$ cat src/rtl/rcc_pkg.sv
// rcc_pkg: shared constants for the RCC ready/CSS interrupt controller.
//   RCC_IRQ_SRC_NUM  : number of interrupt sources (flag register width)
//   RCC_RDY_NUM      : number of ready sources that may be deglitched (bits 0..8)
//   RCC_IRQ_*        : bit index of each source in cier/cifr/cicr
//   RCC_DEGLITCH_CW  : width of the per-source deglitch counter
package rcc_pkg;
  localparam int RCC_IRQ_SRC_NUM = 11;
  localparam int RCC_RDY_NUM     = 9;
  localparam int RCC_IER_W       = 10;
  localparam int RCC_DEGLITCH_CW = 4;

  localparam int RCC_IRQ_LSI    = 0;
  localparam int RCC_IRQ_LSE    = 1;
  localparam int RCC_IRQ_HSI    = 2;
  localparam int RCC_IRQ_HSE    = 3;
  localparam int RCC_IRQ_CSI    = 4;
  localparam int RCC_IRQ_HSI48  = 5;
  localparam int RCC_IRQ_PLL1   = 6;
  localparam int RCC_IRQ_PLL2   = 7;
  localparam int RCC_IRQ_PLL3   = 8;
  localparam int RCC_IRQ_LSECSS = 9;
  localparam int RCC_IRQ_HSECSS = 10;
endpackage

$ cat src/rtl/rcc_rdy_irq_ctrl_if.sv
// rcc_rdy_irq_ctrl_if: register-block side of the interrupt controller.
//   cier_we/cier_wdata : enable register write strobe + data
//   cicr_we/cicr_wdata : write-1-to-clear strobe + data
//   cier/cifr          : enable and flag register read-back
// slave  = interrupt controller, master = RCC register block.
interface rcc_rdy_irq_ctrl_if;
  import rcc_pkg::*;

  logic                       cier_we;
  logic [RCC_IER_W-1:0]       cier_wdata;
  logic                       cicr_we;
  logic [RCC_IRQ_SRC_NUM-1:0] cicr_wdata;
  logic [RCC_IER_W-1:0]       cier;
  logic [RCC_IRQ_SRC_NUM-1:0] cifr;

  modport slave  (input cier_we, cier_wdata, cicr_we, cicr_wdata,
                  output cier, cifr);
  modport master (output cier_we, cier_wdata, cicr_we, cicr_wdata,
                  input cier, cifr);
endinterface

$ cat src/rtl/rcc_rdy_deglitch.sv
// rcc_rdy_deglitch: one-bit ready filter.
//   clk, rst : clock, synchronous active-high reset
//   din      : synchronized ready level
//   lvl      : recognised level; high only after din has been high for
//              CYC consecutive samples, drops the same cycle din drops.
module rcc_rdy_deglitch
  import rcc_pkg::*;
#(
  parameter int CYC = 4
) (
  input  logic clk,
  input  logic rst,
  input  logic din,
  output logic lvl
);
  localparam logic [RCC_DEGLITCH_CW-1:0] THR = RCC_DEGLITCH_CW'(CYC - 1);

  logic [RCC_DEGLITCH_CW-1:0] cnt;

  // Saturates at THR so a long high level never wraps back to "not ready".
  always_ff @(posedge clk) begin
    if (rst)             cnt <= '0;
    else if (!din)       cnt <= '0;
    else if (cnt != THR) cnt <= cnt + 1'b1;
  end

  assign lvl = din & (cnt == THR);
endmodule

$ cat src/rtl/rcc_rdy_irq_ctrl.sv
// rcc_rdy_irq_ctrl: RCC ready / CSS interrupt flag controller.
//   rcc_rcc_hclk, rcc_rcc_sync_rst : clock, synchronous active-high reset
//   sync_*_rdy, sync_*css_fail     : synchronized source levels (hclk domain)
//   regs                           : register-block port (cier/cicr writes,
//                                    cier/cifr read-back)
//   rcc_it, rcc_lsecss_it,
//   rcc_hsecss_nmi                 : registered interrupt requests
// Optional feature: define RCC_RDY_DEGLITCH_EN to filter ready sources 0..8
// through DEGLITCH_CYC-cycle counters. CSS sources are never filtered.
module rcc_rdy_irq_ctrl
  import rcc_pkg::*;
#(
  parameter int DEGLITCH_CYC = 4
) (
  input  logic                 rcc_rcc_hclk,
  input  logic                 rcc_rcc_sync_rst,
  input  logic                 sync_lsi_rdy,
  input  logic                 sync_lse_rdy,
  input  logic                 sync_hsi_rdy,
  input  logic                 sync_hse_rdy,
  input  logic                 sync_csi_rdy,
  input  logic                 sync_hsi48_rdy,
  input  logic                 sync_pll1_rdy,
  input  logic                 sync_pll2_rdy,
  input  logic                 sync_pll3_rdy,
  input  logic                 sync_lsecss_fail,
  input  logic                 sync_hsecss_fail,
  rcc_rdy_irq_ctrl_if.slave    regs,
  output logic                 rcc_it,
  output logic                 rcc_lsecss_it,
  output logic                 rcc_hsecss_nmi
);
  if (DEGLITCH_CYC < 2 || DEGLITCH_CYC > 15) begin : g_bad_cfg
    $error("rcc_rdy_irq_ctrl: DEGLITCH_CYC must be in 2..15");
  end

  logic [RCC_IRQ_SRC_NUM-1:0] src, lvl, prev_q, rise, set, clr, cifr_q, cifr_d;
  logic [RCC_IER_W-1:0]       cier_q;

  assign src = {sync_hsecss_fail, sync_lsecss_fail, sync_pll3_rdy,
                sync_pll2_rdy, sync_pll1_rdy, sync_hsi48_rdy, sync_csi_rdy,
                sync_hse_rdy, sync_hsi_rdy, sync_lse_rdy, sync_lsi_rdy};

  // CSS fails go straight to edge detection in every build.
  assign lvl[RCC_IRQ_HSECSS:RCC_IRQ_LSECSS] = src[RCC_IRQ_HSECSS:RCC_IRQ_LSECSS];

`ifdef RCC_RDY_DEGLITCH_EN
  for (genvar i = 0; i < RCC_RDY_NUM; i++) begin : g_dg
    rcc_rdy_deglitch #(.CYC(DEGLITCH_CYC)) u_dg (
      .clk (rcc_rcc_hclk),
      .rst (rcc_rcc_sync_rst),
      .din (src[i]),
      .lvl (lvl[i])
    );
  end
`else
  assign lvl[RCC_RDY_NUM-1:0] = src[RCC_RDY_NUM-1:0];
`endif

  // prev resets to 0, so a source high at reset exit gives one rise.
  assign rise = lvl & ~prev_q;

  // hsecss is non-maskable; everything else uses the registered enable,
  // so a cier write only affects rises sampled on the following edges.
  assign set = {rise[RCC_IRQ_HSECSS], rise[RCC_IER_W-1:0] & cier_q};
  assign clr = regs.cicr_we ? regs.cicr_wdata : '0;

  // Set is ORed after the clear so a same-cycle rise wins.
  assign cifr_d = (cifr_q & ~clr) | set;

  always_ff @(posedge rcc_rcc_hclk) begin
    if (rcc_rcc_sync_rst) begin
      prev_q         <= '0;
      cier_q         <= '0;
      cifr_q         <= '0;
      rcc_it         <= 1'b0;
      rcc_lsecss_it  <= 1'b0;
      rcc_hsecss_nmi <= 1'b0;
    end else begin
      prev_q         <= lvl;
      cifr_q         <= cifr_d;
      if (regs.cier_we) cier_q <= regs.cier_wdata;
      // Outputs track the registered flags, one cycle behind cifr.
      rcc_it         <= |(cifr_q[RCC_IER_W-1:0] & cier_q);
      rcc_lsecss_it  <= cifr_q[RCC_IRQ_LSECSS] & cier_q[RCC_IRQ_LSECSS];
      rcc_hsecss_nmi <= cifr_q[RCC_IRQ_HSECSS];
    end
  end

  assign regs.cier = cier_q;
  assign regs.cifr = cifr_q;
endmodule

$ cat src/flat_wrapper.sv
// flat-port wrapper written by rule: the top's interface ports become plain ports
module rcc_rdy_irq_ctrl_flat import rcc_pkg::*;
#(
  parameter int DEGLITCH_CYC = 4
)
  (rcc_rcc_hclk, rcc_rcc_sync_rst, sync_lsi_rdy, sync_lse_rdy, sync_hsi_rdy, sync_hse_rdy, sync_csi_rdy, sync_hsi48_rdy, sync_pll1_rdy, sync_pll2_rdy, sync_pll3_rdy, sync_lsecss_fail, sync_hsecss_fail, rcc_it, rcc_lsecss_it, rcc_hsecss_nmi, regs_cier_we, regs_cier_wdata, regs_cicr_we, regs_cicr_wdata, regs_cier, regs_cifr);
  rcc_rdy_irq_ctrl_if regs_i ();
  input  logic rcc_rcc_hclk;
  input  logic rcc_rcc_sync_rst;
  input  logic sync_lsi_rdy;
  input  logic sync_lse_rdy;
  input  logic sync_hsi_rdy;
  input  logic sync_hse_rdy;
  input  logic sync_csi_rdy;
  input  logic sync_hsi48_rdy;
  input  logic sync_pll1_rdy;
  input  logic sync_pll2_rdy;
  input  logic sync_pll3_rdy;
  input  logic sync_lsecss_fail;
  input  logic sync_hsecss_fail;
  output logic rcc_it;
  output logic rcc_lsecss_it;
  output logic rcc_hsecss_nmi;
  input wire logic [$bits(regs_i.cier_we)-1:0] regs_cier_we;
  input wire logic [$bits(regs_i.cier_wdata)-1:0] regs_cier_wdata;
  input wire logic [$bits(regs_i.cicr_we)-1:0] regs_cicr_we;
  input wire logic [$bits(regs_i.cicr_wdata)-1:0] regs_cicr_wdata;
  output wire logic [$bits(regs_i.cier)-1:0] regs_cier;
  output wire logic [$bits(regs_i.cifr)-1:0] regs_cifr;
  assign regs_i.cier_we = regs_cier_we;
  assign regs_i.cier_wdata = regs_cier_wdata;
  assign regs_i.cicr_we = regs_cicr_we;
  assign regs_i.cicr_wdata = regs_cicr_wdata;
  assign regs_cier = regs_i.cier;
  assign regs_cifr = regs_i.cifr;
  rcc_rdy_irq_ctrl #(.DEGLITCH_CYC(DEGLITCH_CYC)) u_core (.rcc_rcc_hclk(rcc_rcc_hclk), .rcc_rcc_sync_rst(rcc_rcc_sync_rst), .sync_lsi_rdy(sync_lsi_rdy), .sync_lse_rdy(sync_lse_rdy), .sync_hsi_rdy(sync_hsi_rdy), .sync_hse_rdy(sync_hse_rdy), .sync_csi_rdy(sync_csi_rdy), .sync_hsi48_rdy(sync_hsi48_rdy), .sync_pll1_rdy(sync_pll1_rdy), .sync_pll2_rdy(sync_pll2_rdy), .sync_pll3_rdy(sync_pll3_rdy), .sync_lsecss_fail(sync_lsecss_fail), .sync_hsecss_fail(sync_hsecss_fail), .regs(regs_i), .rcc_it(rcc_it), .rcc_lsecss_it(rcc_lsecss_it), .rcc_hsecss_nmi(rcc_hsecss_nmi));
endmodule
$ cat config.mk
export PLATFORM = sky130hd
export DESIGN_NAME = rcc_rdy_irq_ctrl_flat
export DESIGN_NICKNAME = d
export VERILOG_FILES = /design/src/rtl/rcc_pkg.sv /design/src/rtl/rcc_rdy_irq_ctrl_if.sv /design/src/rtl/rcc_rdy_deglitch.sv /design/src/rtl/rcc_rdy_irq_ctrl.sv /design/src/flat_wrapper.sv
export SDC_FILE = /design/constraint.sdc
export NUM_CORES = 1
export LEC_CHECK = 0
export BUFFER_PORTS_ARGS = -buffer_cell sky130_fd_sc_hd__buf_2
export CORE_ASPECT_RATIO = 0.5
export CORE_MARGIN = 1.5
export CORE_UTILIZATION = 44
export DETAILED_ROUTE_END_ITERATION = 8
export PLACE_DENSITY = 0.86
export REMOVE_ABC_BUFFERS = 1
export SKIP_CTS_REPAIR_TIMING = 1
export SYNTH_ARGS = -nofsm -noshare
export SYNTH_HDL_FRONTEND = slang
export SYNTH_SLANG_ARGS = --single-unit
$ cat constraint.sdc
create_clock -name rcc_rcc_hclk -period 1.1 [get_ports rcc_rcc_hclk]
set_input_delay 0.11 -clock rcc_rcc_hclk [delete_from_list [all_inputs] [get_ports rcc_rcc_hclk]]
set_output_delay 0.11 -clock rcc_rcc_hclk [all_outputs]
set_load 0.1 [all_outputs]
Yosys cells after proc, flatten, opt, wreduce, memory -nomap -nowiden

Cells that the tools add are included.
W data, S select, Z words.

Flip-flop bits (word level): 35
Input bits: 36
Output and inout port bits: 24
Word-level logic and storage cells: 16

Mux-type cells: 1
Bitwise logic cells: 8
Reductions and logical operators: 1

Operators with widths:

| cell              | number |
|---|---|
| $and A11 B11 Y11  | 2 |
| $not A11 Y11      | 2 |
| $and A10 B10 Y10  | 2 |
| $mux W11          | 1 |
| $or A11 B11 Y11   | 1 |
| $reduce_or A10 Y1 | 1 |
| $and A1 B1 Y1     | 1 |

Depth between registers and ports, before layout

Depth after elaboration: 4
Mapped depth: 4

Least setup slack after synthesis

No wires, ideal clock.

Kind: reg-to-reg
From: reg u_core.cier_q[8] (netlist: u_core.regs.cier[8])
To: reg u_core.rcc_it
Library setup time: 0.074 ns
Arrival time: 1.489 ns
Data required time: 1.026 ns
Slack: -0.463 ns
Cell stages (with the launch flop): 4
Buffers on the path: 0
Period minus slack after synthesis: 1.563 ns
Path through: dfxtp_1 > a22oi_1 > and3_1 > a31oi_1

Cells in the longest elaborated chain, start to end: 2

Ends and longest elaborated chain:

| item                     | line                   | text |
|---|---|---|
| start: declaration       | rcc_rdy_irq_ctrl.sv:38 | `logic [RCC_IER_W-1:0] cier_q;` |
| start signal: assignment | rcc_rdy_irq_ctrl.sv:82 | `if (regs.cier_we) cier_q <= regs.cier_wdata;` |
| $and A10 B10 Y10         | rcc_rdy_irq_ctrl.sv:84 | `rcc_it <= \|(cifr_q[RCC_IER_W-1:0] & cier_q);` |
| $reduce_or A10 Y1        | rcc_rdy_irq_ctrl.sv:84 |  |
| end signal: assignment   | rcc_rdy_irq_ctrl.sv:84 |  |
| end: declaration         | rcc_rdy_irq_ctrl.sv:29 | `output logic rcc_it,` |

No other way between the ends.
A chain may end at the register's enable or synchronous reset.

Final worst setup path

From: reg u_core.cier_q[4] (netlist: u_core.regs.cier[4])
To: out regs_cier[4]

RTL lines:

| item             | line               | text |
|---|---|---|
| end: declaration | flat_wrapper.sv:28 | `output wire logic [$bits(regs_i.cier)-1:0] regs_cier;` |

No word-level cell between the ends.

==> results.cfg <==
[status]
status = completed

[synthesis]
syn_area_per_cell_sq_um = 9.84
ys_ff_latch = 35
ys.flop_type = dfxtp_1
ys_seq_area_share_pct = 57.4
synth_common_cells = dfxtp_1 (35), nor2_1 (21), nand2_1 (13), nor2b_1 (12), inv_1 (11)
synthTopCellsByArea = dfxtp_1 (57%), mux2i_1 (8.2%), a32oi_1 (7.2%)
netlist_area_sq_um = 1220
ys_async_sr_fraction_pct = 0
ys_warn_count = 0
synth_cell_type_count = 14
synth_cells = 124
synth.most_common_cell = dfxtp_1
synth_edf_count = 0
synth_area_leader_cell = dfxtp_1
synthDominantCellAreaShare_pct = 57.4

[worst_setup_path]
critical_path_buf_inv_count = 1
reg2reg_slack_ps = 70
r2r_start = u_core.regs.cier[9]$_SDFFE_PP0P_
worstRegToRegCells = 3
crit_required_ps = 990
cp_max_fo = 4
worstSetupPathType = register to primary output
crit_family = flip-flops
cp_slowest_cell = dfxtp_1
start_kind = register
worstPathArrival_ps = 960
path_cells = buf_12
rr_endpoint = u_core.rcc_it$_SDFF_PP0_
worst_setup_path_end_kind = primary output
cpPeakStageDelay_ps = 450

[power]
ir_worst_vdd_v = 0.00159
p_leak_nw = 0.944
power.total_mw = 3.30
power.density_nw_per_um2 = 1580

[floorplan]
ios = 60
start_util_pct = 46.6
die_w_um = 77.5
die-area_sq_um = 3120
core_sq_um = 2620
fp.dieH_um = 40.2
core.rowCount = 13

[clocking]
cts_sinks = 35
cts_buffers = 5
htreeDepth = 2
ctsLongestPathBuffers = 2
cts_root_buffer = clkbuf_8
cts_tree = done
clkSlewWorstSetupHoldPaths_ps = 70
insertion_delay_ps = 290

[timing]
fin_tns_setup_ps = 0
min_period_over_period_pct = 96.9
fmax_mhz = 939
min_period_ps = 1070
timing.final.hold_violations = 0
rsz0062_at_grt = false
tightest_slew_ps = 338
slew_headroom_pct = 77.5
fin_skew_ps = 7.65
setup_viol = 0
hold_ws_ps = 55.2
drv_slew = 0

[placed_design]
placedInstanceArea_sq_um = 1970
numPortBuffers = 59
dp_hpwl_um = 2790
gp_congestion = 0.832

[hold_path]
hp-start = sync_pll2_rdy
hold_class = primary input to register
whs_path_depth = 2
hold_end = u_core.prev_q[7]$_SDFF_PP0_

[global_route]
grt-ovfl-total = 0
grt_pass1_vias = 1207
grt_max_degree = 12
antenna_found_initial = 0
grt_pass1_wl_um = 6100
gr-usage-all-layers_pct = 28.2

[routing]
antenna_left = 0
vias = 1176
routedWlPerCell_um = 17.4
drt_iter0_drc = 79
drc = 0
vias_per_cell = 5.05
wirelength_um = 4060
drt_pass1_iterations = 4

[cells_and_area]
final_cell_area_sq_um = 2090
antenna_cells = 0
area_growth_pct = 71.4
drive_gt1_share_pct = 41.3
fin_util_pct = 79.8
fill_cells = 131
final_net_count = 231

[flow_run]
cap_violations = 0
[routing by layer]
layer / GRT usage (%) / wire, um
met2: 54.6 / 2120
met5: 0 / 0
met3: 7.95 / 162
met4: 15.5 / 118
met1: 30.0 / 1660
[flip-flops by register name, summed over array words and instances (netlist names)]
name	count
u_core.prev_q	11
u_core.rcc_it	1
u_core.regs.cier	10
u_core.rcc_hsecss_nmi	1
u_core.regs.cifr	11
u_core.rcc_lsecss_it	1
[cells by family (layout without fill, tap and decap cells)]
| kind of cell | count (synthesis) | after routing | synth area share, % |
|---|---|---|---|
| AND/OR/NAND/NOR | 47 | 47 | 17.1 |
| flip-flops | 35 | 35 | 57.4 |
| AO/OA/AOI/OAI | 16 | 16 | 11.6 |
| buffers and inverters | 16 | 88 | 5.64 |
| multiplexers | 10 | 10 | 8.21 |
[placed cells by master, fill, tap and decap left out]
cell type,instances
buf_2,35
dfxtp_1,32
buf_12,24
nor2_1,21
nand2_1,13
nor2b_1,12
inv_1,11
a32oi_1,10
mux2i_1,10
buf_4,10
clkbuf_8,6
dfxtp_2,3
a22o_1,2
a22oi_1,2
a221oi_2,1
and3_1,1
a31oi_1,1
bufinv_16,1
clkinv_2,1
[cell type report]
class | instances | area (sq um) | area share (%)
well taps | 37 | 46.3 | 2.21
flip-flops and latches | 35 | 704 | 33.7
inverters | 11 | 41.3 | 1.97
clock buffers | 6 | 82.6 | 3.95
multi-input cells | 73 | 450 | 21.5
clock inverters | 2 | 35.0 | 1.68
repair buffers | 69 | 731 | 34.9
[report_power, final]
| group | total (mW) | internal [mW] | switching (mW) |
|---|---|---|---|
| registers | 1.39 | 1.33 | 0.0578 |
| clock network | 1.18 | 0.733 | 0.450 |
| logic | 0.723 | 0.274 | 0.449 |
| total | 3.30 | 2.34 | 0.956 |
[worst reg2reg max path: stages (launching register included)]
cell and delay, ps:
dfxtp_1 440, nand2_1 130, and3_1 190, a31oi_1 190
[how the worst max path moves through the flow]
stage / startpoint / endpoint / depth (start not counted)
after global routing: u_core.regs.cier[9]$_SDFFE_PP0P_ / regs_cier[9] / 1
after global placement: u_core.regs.cifr[6]$_SDFF_PP0_ / u_core.rcc_it$_SDFF_PP0_ / 3
after floorplan: u_core.regs.cier[8]$_SDFFE_PP0P_ / u_core.rcc_it$_SDFF_PP0_ / 3
after CTS: u_core.regs.cier[7]$_SDFFE_PP0P_ / regs_cier[7] / 1
after detailed placement: u_core.regs.cifr[6]$_SDFF_PP0_ / u_core.rcc_it$_SDFF_PP0_ / 3
final: u_core.regs.cier[4]$_SDFFE_PP0P_ / regs_cier[4] / 1
[per-stage QoR]
stage               std cells  setup WS (ps)
floorplan                 119           -463
global placement          225            198
detailed placement        225            139
CTS                       233           16.2
global route              233           1.02
finish                    233           34.5
Power figures use the tool's default switching activity.
